==> src/rtl/control_sequencer.sv <==
// -----------------------------------------------------------------------------
// control_sequencer
//
// Hardwired Moore control unit for a single-bus datapath. Each instruction is
// fetched in T0..T2. Its opcode (IR[31:27]) is then executed in T3..T5, plus
// T6 for mul/div. Every output is decoded from registered state only.
//
// Optional feature: define CU_MULDIV_EN to enable mul/div (opcodes 01110/01111)
// and the extra T6 cycle. When it is undefined, those opcodes are illegal.
//
// Ports
//   Clock, Reset_n       : system clock; asynchronous active-low reset
//   IR[31:0]             : instruction register; opcode in IR[31:27]
//   Stop                 : halt request, honoured on the final execute cycle
//   PCout, Zhighout,
//   Zlowout, MDRout      : bus-drive strobes
//   MARin, Zin, PCin,
//   MDRin, IRin, Yin,
//   HIin, LOin           : register-load strobes
//   IncPC, Read          : ALU PC+1 select; memory read into MDR
//   Gra, Grb, Grc,
//   Rin, Rout            : general-register field select and load/drive
//   alu_op[4:0]          : ALU operation (opcode in T4, otherwise 0)
//   Run                  : executing (not RST, not HALT)
//   Illegal              : one-cycle pulse in the T0 after an unsupported opcode
// -----------------------------------------------------------------------------
module control_sequencer (
    input  logic        Clock,
    input  logic        Reset_n,
    input  logic [31:0] IR,
    input  logic        Stop,
    output logic        PCout,
    output logic        Zhighout,
    output logic        Zlowout,
    output logic        MDRout,
    output logic        MARin,
    output logic        Zin,
    output logic        PCin,
    output logic        MDRin,
    output logic        IRin,
    output logic        Yin,
    output logic        HIin,
    output logic        LOin,
    output logic        IncPC,
    output logic        Read,
    output logic        Gra,
    output logic        Grb,
    output logic        Grc,
    output logic        Rin,
    output logic        Rout,
    output logic [4:0]  alu_op,
    output logic        Run,
    output logic        Illegal
);

    typedef enum logic [3:0] {
        StRst  = 4'd0,
        StT0   = 4'd1,
        StT1   = 4'd2,
        StT2   = 4'd3,
        StT3   = 4'd4,
        StT4   = 4'd5,
        StT5   = 4'd6,
`ifdef CU_MULDIV_EN
        StT6   = 4'd7,
`endif
        StHalt = 4'd8
    } state_e;

    state_e     state_q, state_d;
    logic       illegal_q, illegal_d;
    logic [4:0] opcode;
    logic       is_alu, is_muldiv, is_halt;

    // Only the opcode field is decoded here.
    logic unused_ir;
    assign unused_ir = ^IR[26:0];

    assign opcode  = IR[31:27];
    assign is_alu  = (opcode >= 5'd3) && (opcode <= 5'd11);
    assign is_halt = (opcode == 5'd27);
`ifdef CU_MULDIV_EN
    assign is_muldiv = (opcode == 5'd14) || (opcode == 5'd15);

    // Remembers that the instruction in flight is mul/div, so T5 can pick the
    // LO write-back and continue to T6.
    logic muldiv_q, muldiv_d;
`else
    assign is_muldiv = 1'b0;
`endif

    always_ff @(posedge Clock or negedge Reset_n) begin
        if (!Reset_n) begin
            state_q   <= StRst;
            illegal_q <= 1'b0;
`ifdef CU_MULDIV_EN
            muldiv_q  <= 1'b0;
`endif
        end else begin
            state_q   <= state_d;
            illegal_q <= illegal_d;
`ifdef CU_MULDIV_EN
            muldiv_q  <= muldiv_d;
`endif
        end
    end

    // Next-state logic
    always_comb begin
        state_d   = state_q;
        illegal_d = 1'b0;
`ifdef CU_MULDIV_EN
        muldiv_d  = muldiv_q;
`endif
        unique case (state_q)
            StRst: state_d = StT0;
            StT0:  state_d = StT1;
            StT1:  state_d = StT2;
            StT2: begin
                if (is_halt) begin
                    state_d = StHalt;
                end else if (is_alu || is_muldiv) begin
                    state_d = StT3;
`ifdef CU_MULDIV_EN
                    muldiv_d = is_muldiv;
`endif
                end else begin
                    // Skip execution; flag the following T0.
                    state_d   = StT0;
                    illegal_d = 1'b1;
                end
            end
            StT3: state_d = StT4;
            StT4: state_d = StT5;
            StT5: begin
`ifdef CU_MULDIV_EN
                if (muldiv_q) state_d = StT6;
                else          state_d = Stop ? StHalt : StT0;
`else
                state_d = Stop ? StHalt : StT0;
`endif
            end
`ifdef CU_MULDIV_EN
            StT6: state_d = Stop ? StHalt : StT0;
`endif
            StHalt: state_d = StHalt;
            default: state_d = StRst;
        endcase
    end

    // Moore output decode
    always_comb begin
        PCout    = 1'b0;
        Zhighout = 1'b0;
        Zlowout  = 1'b0;
        MDRout   = 1'b0;
        MARin    = 1'b0;
        Zin      = 1'b0;
        PCin     = 1'b0;
        MDRin    = 1'b0;
        IRin     = 1'b0;
        Yin      = 1'b0;
        HIin     = 1'b0;
        LOin     = 1'b0;
        IncPC    = 1'b0;
        Read     = 1'b0;
        Gra      = 1'b0;
        Grb      = 1'b0;
        Grc      = 1'b0;
        Rin      = 1'b0;
        Rout     = 1'b0;
        alu_op   = 5'd0;
        Run      = (state_q != StRst) && (state_q != StHalt);
        Illegal  = illegal_q;
        unique case (state_q)
            StT0: begin
                PCout = 1'b1;
                MARin = 1'b1;
                IncPC = 1'b1;
                Zin   = 1'b1;
            end
            StT1: begin
                Zlowout = 1'b1;
                PCin    = 1'b1;
                Read    = 1'b1;
                MDRin   = 1'b1;
            end
            StT2: begin
                MDRout = 1'b1;
                IRin   = 1'b1;
            end
            StT3: begin
                Grb  = 1'b1;
                Rout = 1'b1;
                Yin  = 1'b1;
            end
            StT4: begin
                Grc    = 1'b1;
                Rout   = 1'b1;
                Zin    = 1'b1;
                alu_op = opcode;
            end
            StT5: begin
                Zlowout = 1'b1;
`ifdef CU_MULDIV_EN
                if (muldiv_q) begin
                    LOin = 1'b1;
                end else begin
                    Gra = 1'b1;
                    Rin = 1'b1;
                end
`else
                Gra = 1'b1;
                Rin = 1'b1;
`endif
            end
`ifdef CU_MULDIV_EN
            StT6: begin
                Zhighout = 1'b1;
                HIin     = 1'b1;
            end
`endif
            default: ;
        endcase
    end

endmodule

==> config.mk <==
export PLATFORM = sky130hd
export DESIGN_NAME = control_sequencer
export DESIGN_NICKNAME = d
export VERILOG_FILES = /design/src/rtl/control_sequencer.sv
export SDC_FILE = /design/constraint.sdc
export NUM_CORES = 1
export LEC_CHECK = 0
export BUFFER_PORTS_ARGS = -buffer_cell sky130_fd_sc_hd__clkbuf_2
export CAP_MARGIN = 20
export CORE_MARGIN = 4
export CORE_UTILIZATION = 33
export CTS_BUF_LIST = sky130_fd_sc_hd__clkbuf_4
export CTS_CLUSTER_DIAMETER = 50
export CTS_CLUSTER_SIZE = 24
export DETAILED_ROUTE_END_ITERATION = 10
export PLACE_DENSITY_LB_ADDON = 0.05
export SYNTH_ARGS = -nofsm -noshare
export SYNTH_HDL_FRONTEND = slang
export SYNTH_SLANG_ARGS = --single-unit
==> constraint.sdc <==
create_clock -name Clock -period 1.9 [get_ports Clock]
set_input_delay 0.285 -clock Clock [delete_from_list [all_inputs] [get_ports Clock]]
set_output_delay 0.285 -clock Clock [all_outputs]
set_load 0.01 [all_outputs]
==> impl_results.md, run 1 <==
- Cell taking the most area after synthesis: dfrtp_1
- Layout cells sized above 1: 0.513
- Clock power frac: 0.159
- Ant. Diodes: 0
- DRC violations left: 0
- Synth top area share: 0.282
- First-pass GRT wire length: 1570 um
- Worst path arrival time: 1.39 ns
- Post-Layout Cell Count: between 90 and 100
- Die width: 44.6 um
- Hold_buf cts: 1
- Outcome: completed
- Post-CTS Setup Repair Bufs: 0
- Final setup skew: 0.00253 ns
- Initial antenna violation count: 0
- PostCTS Resize Cnt: 0
- TritonCTS Buffers: 3
- Fillers: 117
- Total track usage: 0.109
- Logic pwr share: 0.578
- Clock Latency Late Sink: 0.24 ns
- Sw Share: 0.469
- Worst-path clk slew: 0.04 ns
- NetSw: 0.402 mW
- Worst endpoint required time: 1.62 ns
- Synth area leaders: dfrtp_1, buf_4, nor2_1, and2_1, inv_1
- Setup Crit Path Kind: flop to output pin
- Fmax: 598 MHz
- Worst-path maximum fanout: 7
- TritonCTS clock tree: done
- Routed wire length per instance: 10.6 um
- Distinct cells, synth: 24
- Die ar.: 0.00199 mm2
- Core footprint: 0.00119 mm2
- Root Buffer: clkbuf_4
- IO buf count: 30
- Post-DP HPWL: 830 um
- Type of the worst min-delay path: input port to flop
- Fin nets: 116
- Final wirelength: 1000 um
- Vias in the first global route: ~370
- Clk buf depth: 2
- Boundary Pins: 61
- Iteration-0 DRC Markers: 3
- Period minus WS final: 1.67 ns
- Overall power: approximately 0.86 mW
- CP Launch Type: flop
- Rows: 12
- # setup viols final: 0
- Power density cells: 1500 mW/mm2
- Placer congestion estimate: between 0.7 and 0.8
- RSZ-0062 raised after global routing: false
- Die Y: ~45 um
- Leak pwr: between 0.3 and 0.4 nW
- Sequential share of the synthesized area: 0.282
- Pin count of the biggest net entering global routing: 11
- Synth Area per Inst: roughly 8.2 um2
- Slew Viols, Final: 0
- #FFs+latches synth: 5
- Final Hold Violating Endpoints: 0
- Fin crit share: 0.880
- Post-synthesis cell count: 54
- Reg power frac: 0.263
- Clk sinks: 5
- Peak supply drop: 585 uV
- Via density: 4.60
- Post-Syn Area: 443 um2
- Total gr overflow: 0
- Internal: 0.455 mW
- Area taken by multi-input logic gates: around 220 um2
- Htree depth: 1
- Flip-flop and latch area: roughly 130 um2
- Endpoint class of the critical path: output pin
- Via count: 432
- Router iterations before antenna repair: 2
- Placed Cells: 89
- Setup TNS Final: 0 ns
- Post-layout util: 0.482
- Initial core utilization: 0.373
- Routed Antenna Nets: 0
- Area grow syn2layout: 29.1%
- Ys Warns: 0
- Max-Cap Viols: 0
## power groups by stage
stage	logic, mW	registers, mW	clock network, mW
floorplan	0.426	0.199	0
global placement	0.501	0.226	0
detailed placement	0.506	0.228	0
CTS	0.509	0.225	0.143
global route	0.555	0.236	0.152
finish	0.495	0.225	0.136
## synthesized netlist by cell type, drive strengths merged
master	count
a2111oi	1
a211oi	1
a21boi	1
and2	6
and3	3
buf	11
conb	1
dfrtp	5
inv	5
mux2i	1
nand2	3
nand3	1
nand4	1
nor2	8
nor2b	1
o21ai	1
o22ai	1
o32ai	1
o41ai	1
or3	1
## final timing paths
kind / from / endpoint / slack [ns] / cells past startpoint
worst max register to register: state_q[2]$_DFF_PN0_ / state_q[2]$_DFF_PN0_ / 0.70 / 3
max in group asynchronous: Reset_n / state_q[1]$_DFF_PN0_ / 1.37 / 2
worst min-delay path: IR[31] / state_q[2]$_DFF_PN0_ / 0.31 / 2
min in group asynchronous: Reset_n / state_q[0]$_DFF_PN0_ / 0.39 / 2
worst max-delay path: state_q[1]$_DFF_PN0_ / alu_op[4] / 0.23 / 4
worst min register to register: state_q[3]$_DFF_PN0_ / state_q[0]$_DFF_PN0_ / 0.58 / 1
## cells by family after synthesis
group,share of synthesized area
other cells,0.00847
buf+inv,0.237
compound gates,0.150
simple gates,0.299
flops,0.282
mux,0.0226
## routing by layer
metal | vias to the layer above | routed length (um) | GRT usage
met5 | - | 0 | 0
met4 | 0 | 19 | 0.108
met3 | 2 | 109 | 0.0122
met2 | 28 | 411 | 0.126
met1 | 179 | 460 | 0.161
li1 | 223 | - | -
## sequential cells by signal, summed over array words and instances (netlist names)
signal and count:
state_q 4, Illegal 1
## cells in the final DEF, fill, tap and decap left out, types with 2 or more instances in the layout
cell type,count
and2_2,2
inv_1,5
nand2_1,3
conb_1,3
dfrtp_1,5
clkbuf_4,4
clkbuf_2,30
and2_1,4
and3_1,2
nor2_1,7
## final cells by class
cell class / count / share of cell area
Clock buffer: 4 / 0.0525
Tap cell: 14 / 0.0306
Inverter: 5 / 0.0328
Sequential cell: 5 / 0.219
Timing Repair Buffer: 31 / 0.280
Multi-Input combinational cell: 35 / 0.385
## through the flow
step / area (um2) / hold slack [ns] / setup WS [ns]
floorplan: 450 / -0.0106 / 0.543
global placement: 532 / 0.108 / 0.462
detailed placement: 532 / 0.107 / 0.462
CTS: 572 / 0.308 / 0.195
global route: 572 / 0.324 / 0.0566
finish: 572 / 0.312 / 0.228
## worst max-delay path: stages, from the launching register on
cell and delay (ns):
dfrtp_1 0.43, nor2_1 0.19, and3_1 0.25, and2_2 0.16, clkbuf_2 0.12
(Power assumes the default switching activity.)
==> inputs of run 2 (changes only) <==
PLACE_DENSITY = 0.9   (was default)
PLACE_DENSITY_LB_ADDON = default   (was 0.05)
==> run 2 against run 1 <==
Against the previous run: sequential power barely moved; clock power shrank 10%; fmax is 2.3% lower; critical path type unchanged.
==> impl_results.md, run 2 (synthesized netlist as in run 1, its figures left out) <==
- Top reg by flops: state_q
- Most common cell after layout, fill and taps aside: clkbuf_2
- Fin nets: 116
- Type of the worst min-delay path: input port to flop
- TritonCTS clock tree: done
- Fin crit share: 0.901
- Post-DP HPWL: 868 um
- Final wirelength: about 1100 um
- Fin Hold WS: 0.336 ns
- Fmax: approximately 580 MHz
- Placed Cells: 89
- Worst path arrival time: 1.43 ns
- Vias in the first global route: between 400 and 500
- Max-Cap Viols: 0
- Max reg flops: 4
- Period minus WS final: 1.71 ns
- Worst endpoint required time: 1.62 ns
- Layout cells sized above 1: 0.513
- Die Y: 44.6 um
- Router iterations before antenna repair: 4
- Setup TNS Final: 0 ns
- Via density: 4.64
- Initial core utilization: 0.373
- Power density cells: 1500 mW/mm2
- CP Launch Type: flop
- PostCTS Resize Cnt: 0
- Final Hold Violating Endpoints: 0
- Boundary Pins: 61
- First-pass GRT wire length: 1610 um
- Post-Layout Cell Count: 94
- Outcome: completed
- Most frequent cells in the layout: clkbuf_2, nor2_1, dfrtp_1, inv_1, and2_1
- Setup Crit Path Kind: flop to output pin
- Htree depth: 1
- RSZ-0062 raised after global routing: false
- DRC violations left: 0
- Final setup skew: approximately 0.0056 ns
- Worst-path maximum fanout: 7
- Die ar.: roughly 0.002 mm2
- Leak pwr: between 0.3 and 0.4 nW
- Slew Viols, Final: 0
- Total track usage: 0.111
- Core footprint: ~0.0012 mm2
- Area grow syn2layout: 28.5%
- Clock Latency Late Sink: 0.24 ns
- Pin count of the biggest net entering global routing: 11
- IO buf count: 30
- Clk buf depth: 2
- Worst-path clk slew: around 0.050 ns
- Routed Antenna Nets: 0
- Die width: 44.6 um
- Total gr overflow: 0
- Via count: 436
- # setup viols final: 0
- Initial antenna violation count: 0
- Clk sinks: 5
- Placer congestion estimate: just under 0.8
- Routed wire length per instance: 11.2 um
- Rows: 12
- Ant. Diodes: 0
- Peak supply drop: 451 uV
- Endpoint class of the critical path: output pin
- TritonCTS Buffers: 3
- Iteration-0 DRC Markers: 14
- Root Buffer: clkbuf_4
run 2: worst max-delay path, cell delays in order (launching register included):
cell and delay, ns:
dfrtp_1 0.44, nor2_1 0.18, and3_1 0.26, and2_1 0.16, clkbuf_2 0.14
run 2: timing repair:
item | CTS | global route
hold buffers | 1 | 0
hold endpoints to repair | 5 | 0
setup buffers | 0 | 0
run 2: path summary, 6_finish.rpt:
| check | start | endpoint | slack [ns] | cells past startpoint |
|---|---|---|---|---|
| min in group asynchronous | Reset_n | state_q[1]$_DFF_PN0_ | 0.39 | 2 |
| max in group asynchronous | Reset_n | state_q[2]$_DFF_PN0_ | 1.37 | 2 |
| worst max-delay path | state_q[1]$_DFF_PN0_ | alu_op[2] | 0.19 | 4 |
| worst min-delay path | IR[31] | state_q[2]$_DFF_PN0_ | 0.34 | 2 |
| worst max register to register | state_q[2]$_DFF_PN0_ | state_q[2]$_DFF_PN0_ | 0.66 | 3 |
| worst min register to register | state_q[3]$_DFF_PN0_ | state_q[0]$_DFF_PN0_ | 0.60 | 1 |
run 2: stage by stage:
step,setup slack [ns],cell area (um2),total power [mW],utilization
2_1_floorplan,0.543,450,0.624,-
3_3_place_gp,0.484,532,0.717,0.448
3_5_place_dp,0.456,532,0.734,0.448
4_1_cts,0.186,569,0.865,0.480
5_1_grt,0.0537,569,0.936,0.480
6_report,0.189,569,0.854,0.480
run 2: cell type report:
class	count	area, um2
Fill cell	110	617
Multi-Input combinational cell	35	220
Timing Repair Buffer	31	160
Sequential cell	5	125
Clock buffer	3	22.5
Inverter	5	18.8
Tap cell	14	17.5
Clock inverter	1	5.00
run 2: power by group:
group | leakage (nW) | total, mW | switching, mW | internal (mW)
logic | 0.271 | 0.504 | 0.294 | 0.210
clock network | 0.0177 | 0.122 | 0.0457 | 0.0762
registers | 0.0643 | 0.228 | 0.0771 | 0.151
run 2: routing by layer:
layer  routed length [um]  track usage  vias to the layer above
met2                  587        0.203                       19
met3                   74       0.0122                        0
met4                    0       0.0783                        0
li1                     -            -                      216
met5                    0            0                        -
met1                  395        0.113                      201
